$ cat src/rtl/iir_pkg.sv
// Shared types and constants for the time-multiplexed biquad IIR filter.
package iir_pkg;

    typedef enum logic [1:0] {
        IDLE = 2'd0,
        MAC  = 2'd1,
        DONE = 2'd2
    } state_e;

    localparam logic [2:0] TAP_B0 = 3'd0;
    localparam logic [2:0] TAP_B1 = 3'd1;
    localparam logic [2:0] TAP_B2 = 3'd2;
    localparam logic [2:0] TAP_A1 = 3'd3;
    localparam logic [2:0] TAP_A2 = 3'd4;

    localparam int NUM_TAPS = 5;

    // Coefficients restored by reset, indexed by tap: b0, b1, b2, a1, a2.
    localparam int RST_COEF [NUM_TAPS] = '{1, 1, 1, 2, 3};

endpackage

$ cat src/rtl/iir_coef_rf.sv
// Five-entry coefficient register file: writes accepted only when allowed and in range,
// rejected writes raise a one-cycle error pulse; read is asynchronous by tap index.
module iir_coef_rf
    import iir_pkg::*;
#(
    parameter int CW = 4
) (
    input  logic                 clk,
    input  logic                 rst,
    input  logic                 we,
    input  logic [2:0]           addr,
    input  logic signed [CW-1:0] wdata,
    input  logic                 wr_allow,
    input  logic [2:0]           rd_tap,
    output logic signed [CW-1:0] rd_data,
    output logic                 err
);

    logic signed [CW-1:0] coef_q [NUM_TAPS];
    logic signed [CW-1:0] coef_d [NUM_TAPS];
    logic                 err_q;
    logic                 err_d;
    logic                 wr_ok_s;

    // Write acceptance and next coefficient contents
    always_comb begin
        wr_ok_s = we & wr_allow & (addr <= TAP_A2);
        coef_d  = coef_q;
        for (int i = 0; i < NUM_TAPS; i++) begin
            if (wr_ok_s && (addr == 3'(i))) begin
                coef_d[i] = wdata;
            end else begin
                coef_d[i] = coef_q[i];
            end
        end
        if (we && !wr_ok_s) begin
            err_d = 1'b1;
        end else begin
            err_d = 1'b0;
        end
    end

    // Coefficient and error-pulse registers
    always_ff @(posedge clk or negedge rst) begin
        if (!rst) begin
            for (int i = 0; i < NUM_TAPS; i++) begin
                coef_q[i] <= CW'(RST_COEF[i]);
            end
            err_q <= 1'b0;
        end else begin
            coef_q <= coef_d;
            err_q  <= err_d;
        end
    end

    // Tap-indexed read; out-of-range taps read as zero
    always_comb begin
        case (rd_tap)
            TAP_B0:  rd_data = coef_q[0];
            TAP_B1:  rd_data = coef_q[1];
            TAP_B2:  rd_data = coef_q[2];
            TAP_A1:  rd_data = coef_q[3];
            TAP_A2:  rd_data = coef_q[4];
            default: rd_data = '0;
        endcase
    end

    assign err = err_q;

endmodule

$ cat src/rtl/iir_biquad_seq.sv
// Biquad IIR filter with one shared multiplier sequenced over five taps.
// Define IIR_SAT_EN to saturate the output to OW bits instead of wrapping.
module iir_biquad_seq
    import iir_pkg::*;
#(
    parameter int DW   = 4,
    parameter int CW   = 4,
    parameter int OW   = 12,
    parameter int FRAC = 0
) (
    input  logic                 clk,
    input  logic                 rst,
    input  logic                 clr,
    input  logic                 in_valid,
    output logic                 in_ready,
    input  logic signed [DW-1:0] x,
    input  logic                 coef_we,
    input  logic [2:0]           coef_addr,
    input  logic signed [CW-1:0] coef_wdata,
    output logic                 coef_err,
    output logic                 out_valid,
    output logic signed [OW-1:0] y
);

    localparam int AW = OW + CW + 3;

    state_e               state_q, state_d;
    logic [2:0]           tap_q, tap_d;
    logic signed [AW-1:0] acc_q, acc_d;
    logic signed [DW-1:0] x0_q, x0_d, x1_q, x1_d, x2_q, x2_d;
    logic signed [OW-1:0] y1_q, y1_d, y2_q, y2_d, y_q, y_d;
    logic                 out_valid_q, out_valid_d;
    logic                 in_ready_q, in_ready_d;

    logic signed [CW-1:0]    coef_s;
    logic signed [OW-1:0]    op_s;
    logic signed [OW+CW-1:0] prod_s;
    logic signed [AW-1:0]    prod_ext_s;
    logic signed [OW-1:0]    yq_s;

    iir_coef_rf #(.CW(CW)) u_coef_rf (
        .clk      (clk),
        .rst      (rst),
        .we       (coef_we),
        .addr     (coef_addr),
        .wdata    (coef_wdata),
        .wr_allow (state_q == IDLE),
        .rd_tap   (tap_q),
        .rd_data  (coef_s),
        .err      (coef_err)
    );

    // Operand selection for the current tap; samples are sign-extended to OW
    always_comb begin
        case (tap_q)
            TAP_B0:  op_s = {{(OW-DW){x0_q[DW-1]}}, x0_q};
            TAP_B1:  op_s = {{(OW-DW){x1_q[DW-1]}}, x1_q};
            TAP_B2:  op_s = {{(OW-DW){x2_q[DW-1]}}, x2_q};
            TAP_A1:  op_s = y1_q;
            TAP_A2:  op_s = y2_q;
            default: op_s = '0;
        endcase
    end

    assign prod_s     = {{CW{op_s[OW-1]}}, op_s} * {{OW{coef_s[CW-1]}}, coef_s};
    assign prod_ext_s = {{3{prod_s[OW+CW-1]}}, prod_s};

`ifdef IIR_SAT_EN
    logic signed [AW-1:0] sh_s;

    // Clamp the scaled accumulator to the signed OW range
    always_comb begin
        sh_s = acc_q >>> FRAC;
        if ((&sh_s[AW-1:OW-1]) || (~|sh_s[AW-1:OW-1])) begin
            yq_s = sh_s[OW-1:0];
        end else if (sh_s[AW-1]) begin
            yq_s = {1'b1, {(OW-1){1'b0}}};
        end else begin
            yq_s = {1'b0, {(OW-1){1'b1}}};
        end
    end
`else
    assign yq_s = OW'(acc_q >>> FRAC);
`endif

    // Sequencer next-state, MAC datapath and delay-line update; clr overrides everything
    always_comb begin
        state_d     = state_q;
        tap_d       = tap_q;
        acc_d       = acc_q;
        x0_d        = x0_q;
        x1_d        = x1_q;
        x2_d        = x2_q;
        y1_d        = y1_q;
        y2_d        = y2_q;
        y_d         = y_q;
        out_valid_d = 1'b0;
        if (clr) begin
            state_d = IDLE;
            tap_d   = 3'd0;
            acc_d   = '0;
            x1_d    = '0;
            x2_d    = '0;
            y1_d    = '0;
            y2_d    = '0;
            y_d     = '0;
        end else begin
            case (state_q)
                IDLE: begin
                    if (in_valid) begin
                        x0_d    = x;
                        acc_d   = '0;
                        tap_d   = 3'd0;
                        state_d = MAC;
                    end else begin
                        state_d = IDLE;
                    end
                end
                MAC: begin
                    acc_d = acc_q + prod_ext_s;
                    if (tap_q == TAP_A2) begin
                        tap_d   = 3'd0;
                        state_d = DONE;
                    end else begin
                        tap_d   = tap_q + 3'd1;
                    end
                end
                DONE: begin
                    y_d         = yq_s;
                    out_valid_d = 1'b1;
                    x2_d        = x1_q;
                    x1_d        = x0_q;
                    y2_d        = y1_q;
                    y1_d        = yq_s;
                    state_d     = IDLE;
                end
                default: begin
                    state_d = IDLE;
                end
            endcase
        end
        in_ready_d = (state_d == IDLE);
    end

    // State, datapath and output registers
    always_ff @(posedge clk or negedge rst) begin
        if (!rst) begin
            state_q     <= IDLE;
            tap_q       <= 3'd0;
            acc_q       <= '0;
            x0_q        <= '0;
            x1_q        <= '0;
            x2_q        <= '0;
            y1_q        <= '0;
            y2_q        <= '0;
            y_q         <= '0;
            out_valid_q <= 1'b0;
            in_ready_q  <= 1'b1;
        end else begin
            state_q     <= state_d;
            tap_q       <= tap_d;
            acc_q       <= acc_d;
            x0_q        <= x0_d;
            x1_q        <= x1_d;
            x2_q        <= x2_d;
            y1_q        <= y1_d;
            y2_q        <= y2_d;
            y_q         <= y_d;
            out_valid_q <= out_valid_d;
            in_ready_q  <= in_ready_d;
        end
    end

    assign in_ready  = in_ready_q;
    assign out_valid = out_valid_q;
    assign y         = y_q;

endmodule

$ cat config.mk
export PLATFORM = sky130hd
export DESIGN_NAME = iir_biquad_seq
export DESIGN_NICKNAME = d
export VERILOG_FILES = /design/src/rtl/iir_pkg.sv /design/src/rtl/iir_coef_rf.sv /design/src/rtl/iir_biquad_seq.sv
export SDC_FILE = /design/constraint.sdc
export NUM_CORES = 1
export LEC_CHECK = 0
export CAP_MARGIN = 15
export CELL_PAD_IN_SITES_DETAIL_PLACEMENT = 0
export CELL_PAD_IN_SITES_GLOBAL_PLACEMENT = 1
export CORE_ASPECT_RATIO = 0.5
export CORE_MARGIN = 4
export CORE_UTILIZATION = 45
export CTS_BUF_LIST = sky130_fd_sc_hd__clkbuf_16
export CTS_CLUSTER_SIZE = 25
export DETAILED_ROUTE_END_ITERATION = 12
export PLACE_DENSITY_LB_ADDON = 0.05
export SETUP_SLACK_MARGIN = 0.05
export SLEW_MARGIN = 10
export SYNTH_ARGS = -nofsm -noshare
export SYNTH_HDL_FRONTEND = slang
export SYNTH_SLANG_ARGS = --single-unit
export TNS_END_PERCENT = 1
$ cat constraint.sdc
create_clock -name clk -period 11.95 [get_ports clk]
set_input_delay 2.39 -clock clk [delete_from_list [all_inputs] [get_ports clk]]
set_output_delay 2.39 -clock clk [all_outputs]
set_load 0.02 [all_outputs]
# Word-level counts from Yosys, hierarchy flattened
# Cells that the tools add are included.
[word_totals]
romBits = 0
n_memories = 0
in_bits = 16
word_cells = 73
latchBits = 0
output_inout_bits = 15
reg_bits = 83
ram_bits = 0
[op_classes]
muxes = 24
n_eq_ne = 11
add_sub_neg = 2
shift = 0
mul = 1
reduce_logical = 15
bitwise = 3
order_cmp = 1
div = 0
[op_table]
columns = ["operator", "count"]
rows = [
  ["$pmux W12 S5", 1],
  ["$mux W12", 4],
  ["$mux W19", 2],
  ["$pmux W19 S2", 1],
  ["$pmux W4 S5", 1],
  ["$add A19 B16 Y19", 1],
  ["$mul A12 B4 Y16", 1],
  ["$mux W4", 4],
  ["$eq A3 B2 Y1 const B", 4],
  ["$mux W3", 3],
  ["$eq A3 B1 Y1 const B", 2],
  ["$eq A3 B3 Y1 const B", 2],
  ["$logic_and A1 B1 Y1", 6],
  ["$logic_not A3 Y1", 2],
  ["$pmux W3 S2", 1],
  ["$logic_not A2 Y1", 2],
  ["$mux W1", 4],
  ["$mux W2", 2],
  ["$pmux W2 S2", 1],
  ["$add A3 B1 Y3 const B", 1],
  ["$le A3 B3 Y1 const B", 1],
  ["$ne A3 B3 Y1 const B", 1],
  ["$reduce_and A3 Y1", 1],
  ["$reduce_bool A3 Y1", 1],
  ["other kinds (7)", 8],
]

# Logic depth before layout (Yosys ltp)
# Gate-level depths: netlist of the first run.
[depth]
ltp_word = 6
ltp_mapped = 25

# Hierarchy
# Synthesis of the first run repeated with hierarchy kept, for this count alone.
[hier_totals]
cells_unflattened = 437
area_unflattened_um2 = 4865.9
[by_module_without_submodules]
columns = ["mod", "seq_area_each_um2", "cells_each", "area_per_inst_um2", "n_inst"]
rows = [
  ["iir_biquad_seq", 1377.6, 362, 3831.2, 1],
  ["iir_coef_rf", 533.0, 75, 1034.7, 1],
]

# Worst setup path before layout of the first run
# OpenSTA, ideal clock, no wires.
[synth_timing]
path_kind = "register -> register"
start = "register tap_q[0]"
end = "register acc_q[11]"
n_path_buf = 3
setup_ps = 121
required_time_ps = 11829
synth_period_minus_slack_ps = 5415
stages_incl_launch_ff = 24
slack_ps = 6535
arrival_time_ps = 5294
cell_sequence = "dfrtp_1 > inv_1 > ha_1 > buf_6 > and2_1 > buf_2 > a22oi_1 > a21boi_0 > o21a_1 > clkbuf_1 > nand2b_1 > fa_1 > fa_1 > fa_1 > inv_1 > ha_1 > a21o_1 > a21oi_1 > nor2b_1 > or4_1 > a31oi_1 > o21ai_0 > xnor2_1 > a22o_1"
[synth_between]
elab_chain_len = 6
elab_cells_between_ends = 11
cone_classes = "add/sub: 1; mul: 1; eq/ne: 4; mux: 4; reduce/logical: 1"
[synth_lines]
columns = ["element", "line_no", "rtl"]
rows = [
  ["start, declared", "iir_biquad_seq.sv:28", "logic [2:0] tap_q, tap_d;"],
  ["start signal, assigned", "iir_biquad_seq.sv:161", "tap_q <= tap_d;"],
  ["$eq A3 B3 Y1 (tied with other cells)", "iir_coef_rf.sv:58, iir_biquad_seq.sv:55", ""],
  ["$pmux W12 S5 / $pmux W4 S5 (equally long branches)", "iir_biquad_seq.sv:55, iir_coef_rf.sv:58", ""],
  ["$mul A12 B4 Y16 (*)", "iir_biquad_seq.sv:65", "assign prod_s = {{CW{op_s[OW-1]}}, op_s} * {{OW{coef_s[CW-1]}}, coef_s};"],
  ["$add A19 B16 Y19 (*)", "iir_biquad_seq.sv:120", "acc_d = acc_q + prod_ext_s;"],
  ["$pmux W19 S2 (*)", "iir_biquad_seq.sv:108", "case (state_q)"],
  ["$mux W19 (*)", "iir_biquad_seq.sv:98", "if (clr) begin"],
  ["end signal, assigned", "iir_biquad_seq.sv:150", "acc_q <= '0;"],
  ["end signal, assigned", "iir_biquad_seq.sv:162", "acc_q <= acc_d;"],
  ["end, declared", "iir_biquad_seq.sv:29", "logic signed [AW-1:0] acc_q, acc_d;"],
]
# Mark *: on every way between the ends. The rest lies on a longest branch, timed or not.
# A chain may end at the register's enable or synchronous reset.

# Final worst setup path of the first run
[layout_timing]
start = "register tap_q[2]"
end = "register acc_q[11]"
# The elaborated chain is that of the path after synthesis.

==> results of run 1 <==
-- metal layers --
layer / routed length (um) / global-route usage (%) / vias to the layer above
met2: 4580 / 28.8 / 92
met3: 747 / 5.92 / 8
li1: - / - / 1536
met5: 0 / 0 / -
met1: 5920 / 29.5 / 1671
met4: 72 / 3.73 / 0
-- where the power goes --
group | internal [mW] | switching (mW) | total, mW
Combinational | 0.263 | 0.318 | 0.581
Clock | 0.184 | 0.111 | 0.295
Sequential | 0.294 | 0.0327 | 0.327
Total | 0.741 | 0.463 | 1.20
-- cell type report --
type | instances | area [um2] | area share [%]
timing repair buffer | 35 | 333 | 6.09
tap | 140 | 175 | 3.20
clock inverter | 7 | 97.6 | 1.78
inverter | 55 | 206 | 3.78
multi-input combinational | 275 | 2520 | 46.1
clock buffer | 9 | 225 | 4.12
sequential | 76 | 1910 | 34.9
-- worst max-delay path, delay by kind of cell, from the launching register on --
family                   cells  cell delay (ns)
flip-flops                   1             0.71
AND/OR/NAND/NOR              3             0.70
buffers and inverters        2             0.22
AO/OA/AOI/OAI                8             2.04
adder cells (fa/ha/maj)      5             2.28
XOR/XNOR                     1             0.15
-- final timing paths --
path	startpoint	to	slack [ns]	cells after the start
hold reg to reg	x2_q[3]	x2_q[3]	0.50	1
max in group asynchronous	rst	y[7]	9.12	1
setup reg to reg	tap_q[2]	acc_q[11]	5.75	19
min in group asynchronous	rst	out_valid	2.21	1
hold / removal	x2_q[3]	x2_q[3]	0.50	1
setup / recovery	tap_q[2]	acc_q[11]	5.75	19
-- sequential cells by signal, indices dropped and copies added, names as in the netlist --
register,count
x2_q,4
tap_q,3
y,12
out_valid,1
x0_q,4
x1_q,4
y2_q,12
acc_q,12
u_coef_rf.err,1
in_ready,1
u_coef_rf.coef_q,20
state_q,2
-- metrics by stage --
| step | cell area (um2) | setup WS (ns) | utilization, % | hold WS [ns] | instances |
|---|---|---|---|---|---|
| floorplan | 4700 | 6.53 | - | 0.465 | 424 |
| CTS | 5460 | 5.80 | 53.6 | 0.504 | 596 |
| finish | 5470 | 5.75 | 53.7 | 0.502 | 597 |
| global placement | 5140 | 6.05 | 50.5 | 0.488 | 580 |
| global route | 5470 | 5.35 | 53.7 | 0.522 | 597 |
| detailed placement | 5140 | 5.84 | 50.5 | 0.488 | 580 |
-- cells by family (layout without fill, tap and decap cells) --
group / count (synthesis) / after routing / synth area share, %
compound gates: 106 / 106 / 18.0
flops: 76 / 76 / 40.6
simple gates: 74 / 74 / 7.64
buf+inv: 73 / 106 / 6.04
fa+ha+maj: 55 / 55 / 19.0
mux: 24 / 24 / 5.75
xor+xnor: 16 / 16 / 2.98
-- synthesized netlist by cell type (3+ instances only) --
cell type  count
and2_1         7
nor2b_1        5
inv_1         54
clkbuf_1      15
a22oi_1       13
a222oi_1       4
dfstp_2        7
o21ai_0        7
dfrtp_1       69
o21a_1         6
nand2_1       10
a21oi_1        9
a21boi_0       3
nor2_1        36
a22o_1        46
a221oi_1       7
nand2b_1       5
ha_1          28
xor2_1         3
mux2_2        24
xnor2_1       13
fa_1          27
==> impl_metrics.csv, run 1 <==
group,metric,value,unit
run_status,outcome,"finished, final reports clean",
worst_setup_path,cp_cell_sequence,"inv_1, ha_1, a22oi_1, a21boi_0, o21a_1, nand2b_1, fa_1, fa_1, fa_1, inv_1, ha_1, a21o_1, a21oi_1, nor2b_1, or4_1, a31oi_1, o21ai_0, xnor2_1, a22o_1",
finish,final_common_cell,"dfrtp_1",
floorplan,rows,26,
clocking,clk_pin_slew,0.06,ns
clocking,cts_hold_buf,0,
finish,syn_to_final_growth,16.3,%
global_route,grt_usage,19.8,%
global_route,antenna_found_initial,0,
worst_setup_path,startpoint_type,"flop",
timing,min_period,6.20,ns
synthesis,synth_cells,424,
flow_run,maxCapViolCount,0,
timing,maxSlewHeadroom,35.6,%
timing,rsz0062_at_grt,"false",
worst_setup_path,endpoint_kind,"flop",
timing,timing.fmax,161,MHz
worst_setup_path,crit_required,12.17,ns
finish,final_cell_mix,"69 x dfrtp_1, 54 x inv_1, 46 x a22o_1",
clocking,cts_htree_levels,3,
power_and_ir_drop,peakVddDrop,138,uV
floorplan,num_io_pins,31,
clocking,clkLatencyLatePin,0.34,ns
synthesis,ys.flop_type,"dfrtp_1",
place,port_buffers,30,
floorplan,core,0.0102,mm2
floorplan,die_area,0.0122,mm2
drt,drc,0,
finish,drive_gt1_share,13.1,%
drt,drtAntennaViolNets,0,
clocking,cts_resized,0,
synthesis,ys_async_sr_fraction,100,%
synthesis,syn_nets,495,
drt,viasPerCell,5.54,
worst_setup_path,cp_max_fo,21,
worst_setup_path,critPathMaxStageDelay,0.71,ns
timing,setup_viol,0,
synthesis,yosysSeqAreaShare,40.6,%
clocking,cts_num_sinks,76,
floorplan,dieWidth,153,um
synthesis,synth_edf_count,0,
finish,num_antenna_cells,0,
clocking,cts_buffers,9,
clocking,cts_buffer_depth,2,
place,dp_hpwl,8.33,mm
timing,skew,0.00898,ns
finish,fillers,884,
timing,hold_violations,0,
power_and_ir_drop,powerDensity,220,mW/mm2
drt,vias,3307,
timing,tightest_slew,0.966,ns
power_and_ir_drop,fin_total_pwr,1.20,mW
synthesis,yosysTopAreaCell,"dfrtp_1",
worst_setup_path,cp_data_arrival_time,6.42,ns
worst_setup_path,crit_path_top_delay_cell,"dfrtp_1",
synthesis,synth_seq_cells,76,
place,routabilityCongestion,0.814,
drt,wire_per_inst,19.0,um
global_route,grt_start_max_net_pins,77,
global_route,grt_pass1_wl,18.9,mm
synthesis,netlist_top_cells_area,"dfrtp_1 37%, fa_1 11%, a22o_1 8.6%",
floorplan,die_h,80.3,um
timing,finalSetupTns,0,ns
clocking,cts_tree,"built",
synthesis,synth_cell_type_count,44,
drt,detail_route.iter0.violations,302,
drt,wirelength,11.3,mm
global_route,grt_pass1_vias,3434,
worst_setup_path,cp_common_cell,"fa_1",
global_route,grt_overflow_total,0,
synthesis,avgSynthCellArea,11.1,um2
timing,finalCritPeriodShare,51.9,%
synthesis,synth_warnings,0,
worst_setup_path,crit_type,"flop to flop",
synthesis,syn-cell-area,0.00470,mm2
finish,nets,523,
floorplan,start_util,46.2,%
power_and_ir_drop,leakagePower,2.54,nW
timing,finalMaxSlewViolations,0,
min_path,hp-class,"flop to flop",
clocking,cts-root-buf,"clkbuf_16",
synthesis,netlist.area_leader.share,36.7,%
drt,firstDrtPassIters,5,
clocking,postCtsSetupRepairBufs,0,
No activity file was read; power rests on OpenSTA's default activity.
==> run 2: changes to the inputs <==
--- a/config.mk
+++ b/config.mk
@@ -10,7 +10,7 @@
 export CELL_PAD_IN_SITES_GLOBAL_PLACEMENT = 1
 export CORE_ASPECT_RATIO = 0.5
 export CORE_MARGIN = 4
-export CORE_UTILIZATION = 45
+export CORE_UTILIZATION = 43
 export CTS_BUF_LIST = sky130_fd_sc_hd__clkbuf_16
 export CTS_CLUSTER_SIZE = 25
 export DETAILED_ROUTE_END_ITERATION = 12
==> constraint.sdc (replaced) <==
create_clock -name clk -period 4.97 [get_ports clk]
set_input_delay 0.994 -clock clk [delete_from_list [all_inputs] [get_ports clk]]
set_output_delay 0.994 -clock clk [all_outputs]
set_load 0.02 [all_outputs]
==> impl_metrics.csv, run 2 (synthesized netlist as in run 1, its figures left out) <==
group,metric,value,unit
run_status,outcome,"complete, but fails checks",
run_status,violations,"negative setup slack",
timing,timing.fmax,193,MHz
finish,largest_register_ffs,20,
power_and_ir_drop,powerDensity,560,mW/mm2
floorplan,num_io_pins,31,
clocking,clkLatencyLatePin,0.34,ns
global_route,grt.busiest_layer,"met2",
drt,detail_route.iter0.violations,258,
global_route,antenna_found_initial,0,
clocking,cts_hold_buf,0,
global_route,use_met3,5.74,%
global_route,grt_usage,20.6,%
global_route,grt_use_met1,28.2,%
clocking,cts_num_sinks,76,
power_and_ir_drop,fin_total_pwr,3.37,mW
global_route,grt_pass1_wl,20.1,mm
timing,finalMaxSlewViolations,0,
timing,rsz0062_at_grt,"true",
drt,wirelength,12.3,mm
timing,min_period,5.18,ns
clocking,cts_buffers,9,
power_and_ir_drop,peakVddDrop,609,uV
drt,drtAntennaViolNets,0,
timing,skew,0.00654,ns
timing,setup_viol,4,
drt,drc,0,
floorplan,start_util,45.0,%
flow_run,maxCapViolCount,0,
timing,tightest_slew,0.961,ns
floorplan,core,0.0104,mm2
global_route,globalRouteMet2Util,33.3,%
global_route,grt_overflow_total,0,
place,dp_hpwl,9.07,mm
drt,firstDrtPassIters,5,
global_route,grt_start_max_net_pins,77,
worst_setup_path,startpoint_type,"flop",
floorplan,die_area,0.0128,mm2
clocking,cts_buffer_depth,2,
drt,wire_per_inst,18.9,um
worst_setup_path,crit_required,5.20,ns
timing,holdWs,0.512,ns
timing,setup_slack,-0.210,ns
worst_setup_path,crit_type,"flop to flop",
floorplan,die_h,81.9,um
finish,syn_to_final_growth,28.1,%
global_route,grt_pass1_vias,3748,
clocking,cts-root-buf,"clkbuf_16",
timing,maxSlewHeadroom,36.0,%
worst_setup_path,cp_max_fo,4,
clocking,cts_htree_levels,3,
finish,fillers,879,
timing,finalCritPeriodShare,104,%
min_path,hp-class,"flop to flop",
place,routabilityCongestion,0.899,
finish,final_cell_mix,"68 x dfrtp_1, 60 x buf_4, 49 x inv_1",
worst_setup_path,endpoint_kind,"flop",
clocking,clk_pin_slew,0.06,ns
floorplan,dieWidth,156,um
finish,drive_gt1_share,28.5,%
timing,hold_violations,0,
place,port_buffers,30,
finish,num_antenna_cells,0,
floorplan,rows,26,
worst_setup_path,cp_data_arrival_time,5.41,ns
power_and_ir_drop,leakagePower,2.82,nW
drt,viasPerCell,5.47,
drt,vias,3564,
clocking,cts_tree,"built",
finish,final_common_cell,"dfrtp_1",
finish,nets,578,
finish,top_register,"u_coef_rf.coef_q",
-- run 2: per-layer routing --
layer / share of wire (%) / vias up
met3: 4.5 / 9
met1: 48 / 1838
met2: 46 / 71
li1: - / 1646
met5: 0 / -
met4: 0.84 / 0
-- run 2: worst paths after layout --
kind                                     start             endpoint  slack (ns)  depth (start not counted)
max                                   tap_q[0]             acc_q[9]       -0.21                         21
min                        u_coef_rf.coef_q[9]  u_coef_rf.coef_q[9]        0.51                          1
max reg2reg                           tap_q[0]             acc_q[9]       -0.21                         21
min reg2reg                u_coef_rf.coef_q[9]  u_coef_rf.coef_q[9]        0.51                          1
max in group asynchronous                  rst             tap_q[1]        3.50                          1
min in group asynchronous                  rst        u_coef_rf.err        0.81                          1
-- run 2: final cells by class --
| class | instances | area [um2] | share of cell area (%) |
|---|---|---|---|
| clock inverters | 7 | 98.8 | 1.64 |
| well taps | 140 | 175 | 2.91 |
| inverters | 55 | 206 | 3.43 |
| repair buffers | 90 | 746 | 12.4 |
| clock buffers | 9 | 225 | 3.74 |
| multi-input cells | 275 | 2660 | 44.2 |
| flip-flops and latches | 76 | 1910 | 31.7 |
-- run 2: repair_timing --
action                                  4_1_cts  5_1_grt
pin swaps                                    19       14
endpoints found under the setup margin        4        5
gates resized for setup                      23        3
buffers inserted                              8        3
hold endpoints to repair                      0        0
-- run 2: power by group --
group / internal [mW] / total [mW] / switching, mW
registers: 0.706 / 0.777 / 0.0702
clock network: 0.442 / 0.712 / 0.270
logic: 0.922 / 1.88 / 0.962
total: 2.07 / 3.37 / 1.30
-- run 2: critical path, stage by stage, from the launching register on --
cell and delay, ns:
dfrtp_1 0.43, inv_2 0.08, ha_4 0.16, a222oi_1 0.41
buf_4 0.19, nor2_2 0.05, a221oi_2 0.25, nor2_1 0.12
fa_1 0.50, inv_2 0.04, fa_1 0.53, fa_1 0.55
inv_2 0.06, ha_4 0.23, a21o_1 0.18, a21oi_4 0.14
nor2b_2 0.06, or4_4 0.50, a31oi_4 0.20, buf_4 0.14
xnor2_1 0.07, a22o_1 0.18
-- run 2: stage by stage --
stage          cell area [um2]  TNS, ns  worst slack, ns  std cells  utilization (%)
3_3_place_gp              5500   -0.914           -0.310        624             52.6
2_1_floorplan             4730   -0.280           -0.165        424                -
5_1_grt                   6020    -1.30           -0.395        652             57.7
3_5_place_dp              5500    -1.11           -0.391        624             52.6
4_1_cts                   5990   -0.240           -0.163        648             57.4
6_report                  6020   -0.593           -0.210        652             57.7
==> run 3: changes to the inputs <==
--- a/config.mk
+++ b/config.mk
@@ -5,14 +5,14 @@
 export SDC_FILE = /design/constraint.sdc
 export NUM_CORES = 1
 export LEC_CHECK = 0
-export CAP_MARGIN = 15
+export CAP_MARGIN = 0
 export CELL_PAD_IN_SITES_DETAIL_PLACEMENT = 0
 export CELL_PAD_IN_SITES_GLOBAL_PLACEMENT = 1
 export CORE_ASPECT_RATIO = 0.5
 export CORE_MARGIN = 4
 export CORE_UTILIZATION = 43
 export CTS_BUF_LIST = sky130_fd_sc_hd__clkbuf_16
-export CTS_CLUSTER_SIZE = 25
+export CTS_CLUSTER_SIZE = 20
 export DETAILED_ROUTE_END_ITERATION = 12
 export PLACE_DENSITY_LB_ADDON = 0.05
 export SETUP_SLACK_MARGIN = 0.05
==> impl_metrics.csv, run 3 (synthesized netlist as in run 1, its figures left out) <==
group,metric,value,unit
drt,wl_met3,641,um
drt,viasPerCell,5.43,
timing,setup_viol,4,
clocking,cts-root-buf,"clkbuf_16",
flow_run,maxCapViolCount,0,
place,routabilityCongestion,0.899,
place,port_buffers,30,
clocking,cts_buffers,9,
finish,seqCellArea,0.00191,mm2
worst_setup_path,worstReg2RegEnd,"acc_q[9]",
timing,holdWs,0.513,ns
floorplan,die_area,0.0128,mm2
clocking,clk_pin_slew,0.06,ns
power_and_ir_drop,seqPwrFrac,23.1,%
global_route,grt_overflow_total,0,
worst_setup_path,cp_max_fo,4,
clocking,clkLatencyLatePin,0.33,ns
run_status,outcome,"complete, but fails checks",
timing,hold_violations,0,
worst_setup_path,cp_data_arrival_time,5.41,ns
min_path,min_to,"u_coef_rf.coef_q[9]",
drt,wirelength,12.3,mm
min_path,hp-start,"u_coef_rf.coef_q[9]",
power_and_ir_drop,pwr-share-clk,21.2,%
worst_setup_path,reg2reg_slack,-0.21,ns
clocking,cts_buffer_depth,2,
drt,wl_met2,5.76,mm
min_path,hp-class,"flop to flop",
clocking,cts_hold_buf,0,
worst_setup_path,endpoint_kind,"flop",
finish,drive_gt1_share,28.4,%
power_and_ir_drop,leakagePower,2.82,nW
finish,nets,577,
worst_setup_path,crit_type,"flop to flop",
timing,finalCritPeriodShare,104,%
power_and_ir_drop,p_sw,1.30,mW
power_and_ir_drop,powerDensity,561,mW/mm2
worst_setup_path,r2r_cells,21,
floorplan,dieWidth,156,um
finish,multiInputGateArea,0.00266,mm2
global_route,antenna_found_initial,0,
drt,firstDrtPassIters,4,
timing,finalSetupTns,-0.562,ns
finish,fillers,880,
finish,num_antenna_cells,0,
floorplan,core,0.0104,mm2
drt,wire_per_inst,19.0,um
global_route,grt_pass1_wl,20.1,mm
power_and_ir_drop,peakVddDrop,610,uV
power_and_ir_drop,combPwrFrac,55.8,%
global_route,grt_usage,20.6,%
worst_setup_path,crit_required,5.20,ns
floorplan,die_h,81.9,um
floorplan,num_io_pins,31,
drt,route.top_layer_used,"met4",
timing,rsz0062_at_grt,"true",
clocking,cts_num_sinks,76,
drt,drtAntennaViolNets,0,
min_path,hold_depth,1,
timing,min_period,5.18,ns
finish,final_common_cell,"dfrtp_1",
finish,final_cell_mix,"68 x dfrtp_1, 60 x buf_4, 49 x inv_1",
clocking,cts_htree_levels,3,
finish,top_register,"u_coef_rf.coef_q",
drt,detail_route.iter0.violations,265,
timing,skew,0.00580,ns
global_route,grt_pass1_vias,3748,
timing,setup_slack,-0.209,ns
clocking,cts_tree,"built",
finish,final_area,0.00602,mm2
worst_setup_path,crit-reg2reg-launch,"tap_q[0]",
finish,largest_register_ffs,20,
power_and_ir_drop,p_int,2.07,mW
timing,tightest_slew,1.20,ns
drt,wl_met1,5.90,mm
place,dpl-instance-area,0.00550,mm2
drt,drc,0,
finish,final_util,57.6,%
timing,finalMaxSlewViolations,0,
timing,timing.fmax,193,MHz
floorplan,start_util,45.0,%
global_route,grt_start_max_net_pins,77,
run_status,violations,"negative setup slack",
timing,maxSlewHeadroom,19.2,%
place,dp_hpwl,9.07,mm
floorplan,rows,26,
finish,syn_to_final_growth,28.0,%
drt,vias,3536,
power_and_ir_drop,switching_share,38.6,%
worst_setup_path,startpoint_type,"flop",
run 3: worst max-delay path, cell delays in order, from the launching register on:
cell	delay, ns
dfrtp_1	0.43
inv_2	0.08
ha_4	0.16
a222oi_1	0.41
buf_4	0.19
nor2_2	0.05
a221oi_2	0.25
nor2_1	0.12
fa_1	0.50
inv_2	0.04
fa_1	0.52
fa_1	0.55
inv_2	0.06
ha_4	0.23
a21o_1	0.18
a21oi_4	0.14
nor2b_2	0.06
or4_4	0.50
a31oi_4	0.20
buf_4	0.14
xnor2_1	0.07
a22o_1	0.18
run 3: how the worst max path moves through the flow:
stage / from / to / slack, ns / cells past startpoint
after global routing: tap_q[0] / acc_q[11] / -0.40 / 21
after CTS: tap_q[0] / acc_q[11] / -0.16 / 21
after global placement: tap_q[0] / acc_q[11] / -0.31 / 21
final: tap_q[0] / acc_q[9] / -0.21 / 21
after detailed placement: tap_q[0] / acc_q[11] / -0.39 / 19
after floorplan: tap_q[0] / acc_q[11] / -0.17 / 21
run 3: final cells by class:
cell class                 instances  area share (%)
tap                              140            2.91
multi-input combinational        275            44.2
timing repair buffer              89            12.3
sequential                        76            31.8
clock inverter                     7            1.64
inverter                          55            3.43
clock buffer                       9            3.74
run 3: routing by layer:
metal / track usage, % / up-vias
met4: 4.02 / 0
met5: 0 / -
met3: 5.74 / 2
met1: 28.2 / 1819
met2: 33.3 / 72
li1: - / 1643
run 3: timing repair:
action,in CTS,in global routing
gates resized for setup,23,3
setup endpoints to repair,4,5
pin swaps,19,14
setup buffers,8,3
run 3: through the flow:
| step | setup slack (ns) | power, mW | instances |
|---|---|---|---|
| finish | -0.209 | 3.37 | 651 |
| global route | -0.395 | 3.66 | 651 |
| CTS | -0.163 | 3.34 | 648 |
| detailed placement | -0.391 | 2.44 | 624 |
| global placement | -0.310 | 2.41 | 624 |
| floorplan | -0.165 | 1.89 | 424 |
run 3: power by group through the flow:
stage / logic, mW / clock network (mW) / registers, mW
2_1_floorplan: 1.14 / 0 / 0.755
3_3_place_gp: 1.63 / 0 / 0.785
3_5_place_dp: 1.65 / 0 / 0.785
4_1_cts: 1.84 / 0.725 / 0.777
5_1_grt: 2.12 / 0.755 / 0.786
6_report: 1.88 / 0.714 / 0.778
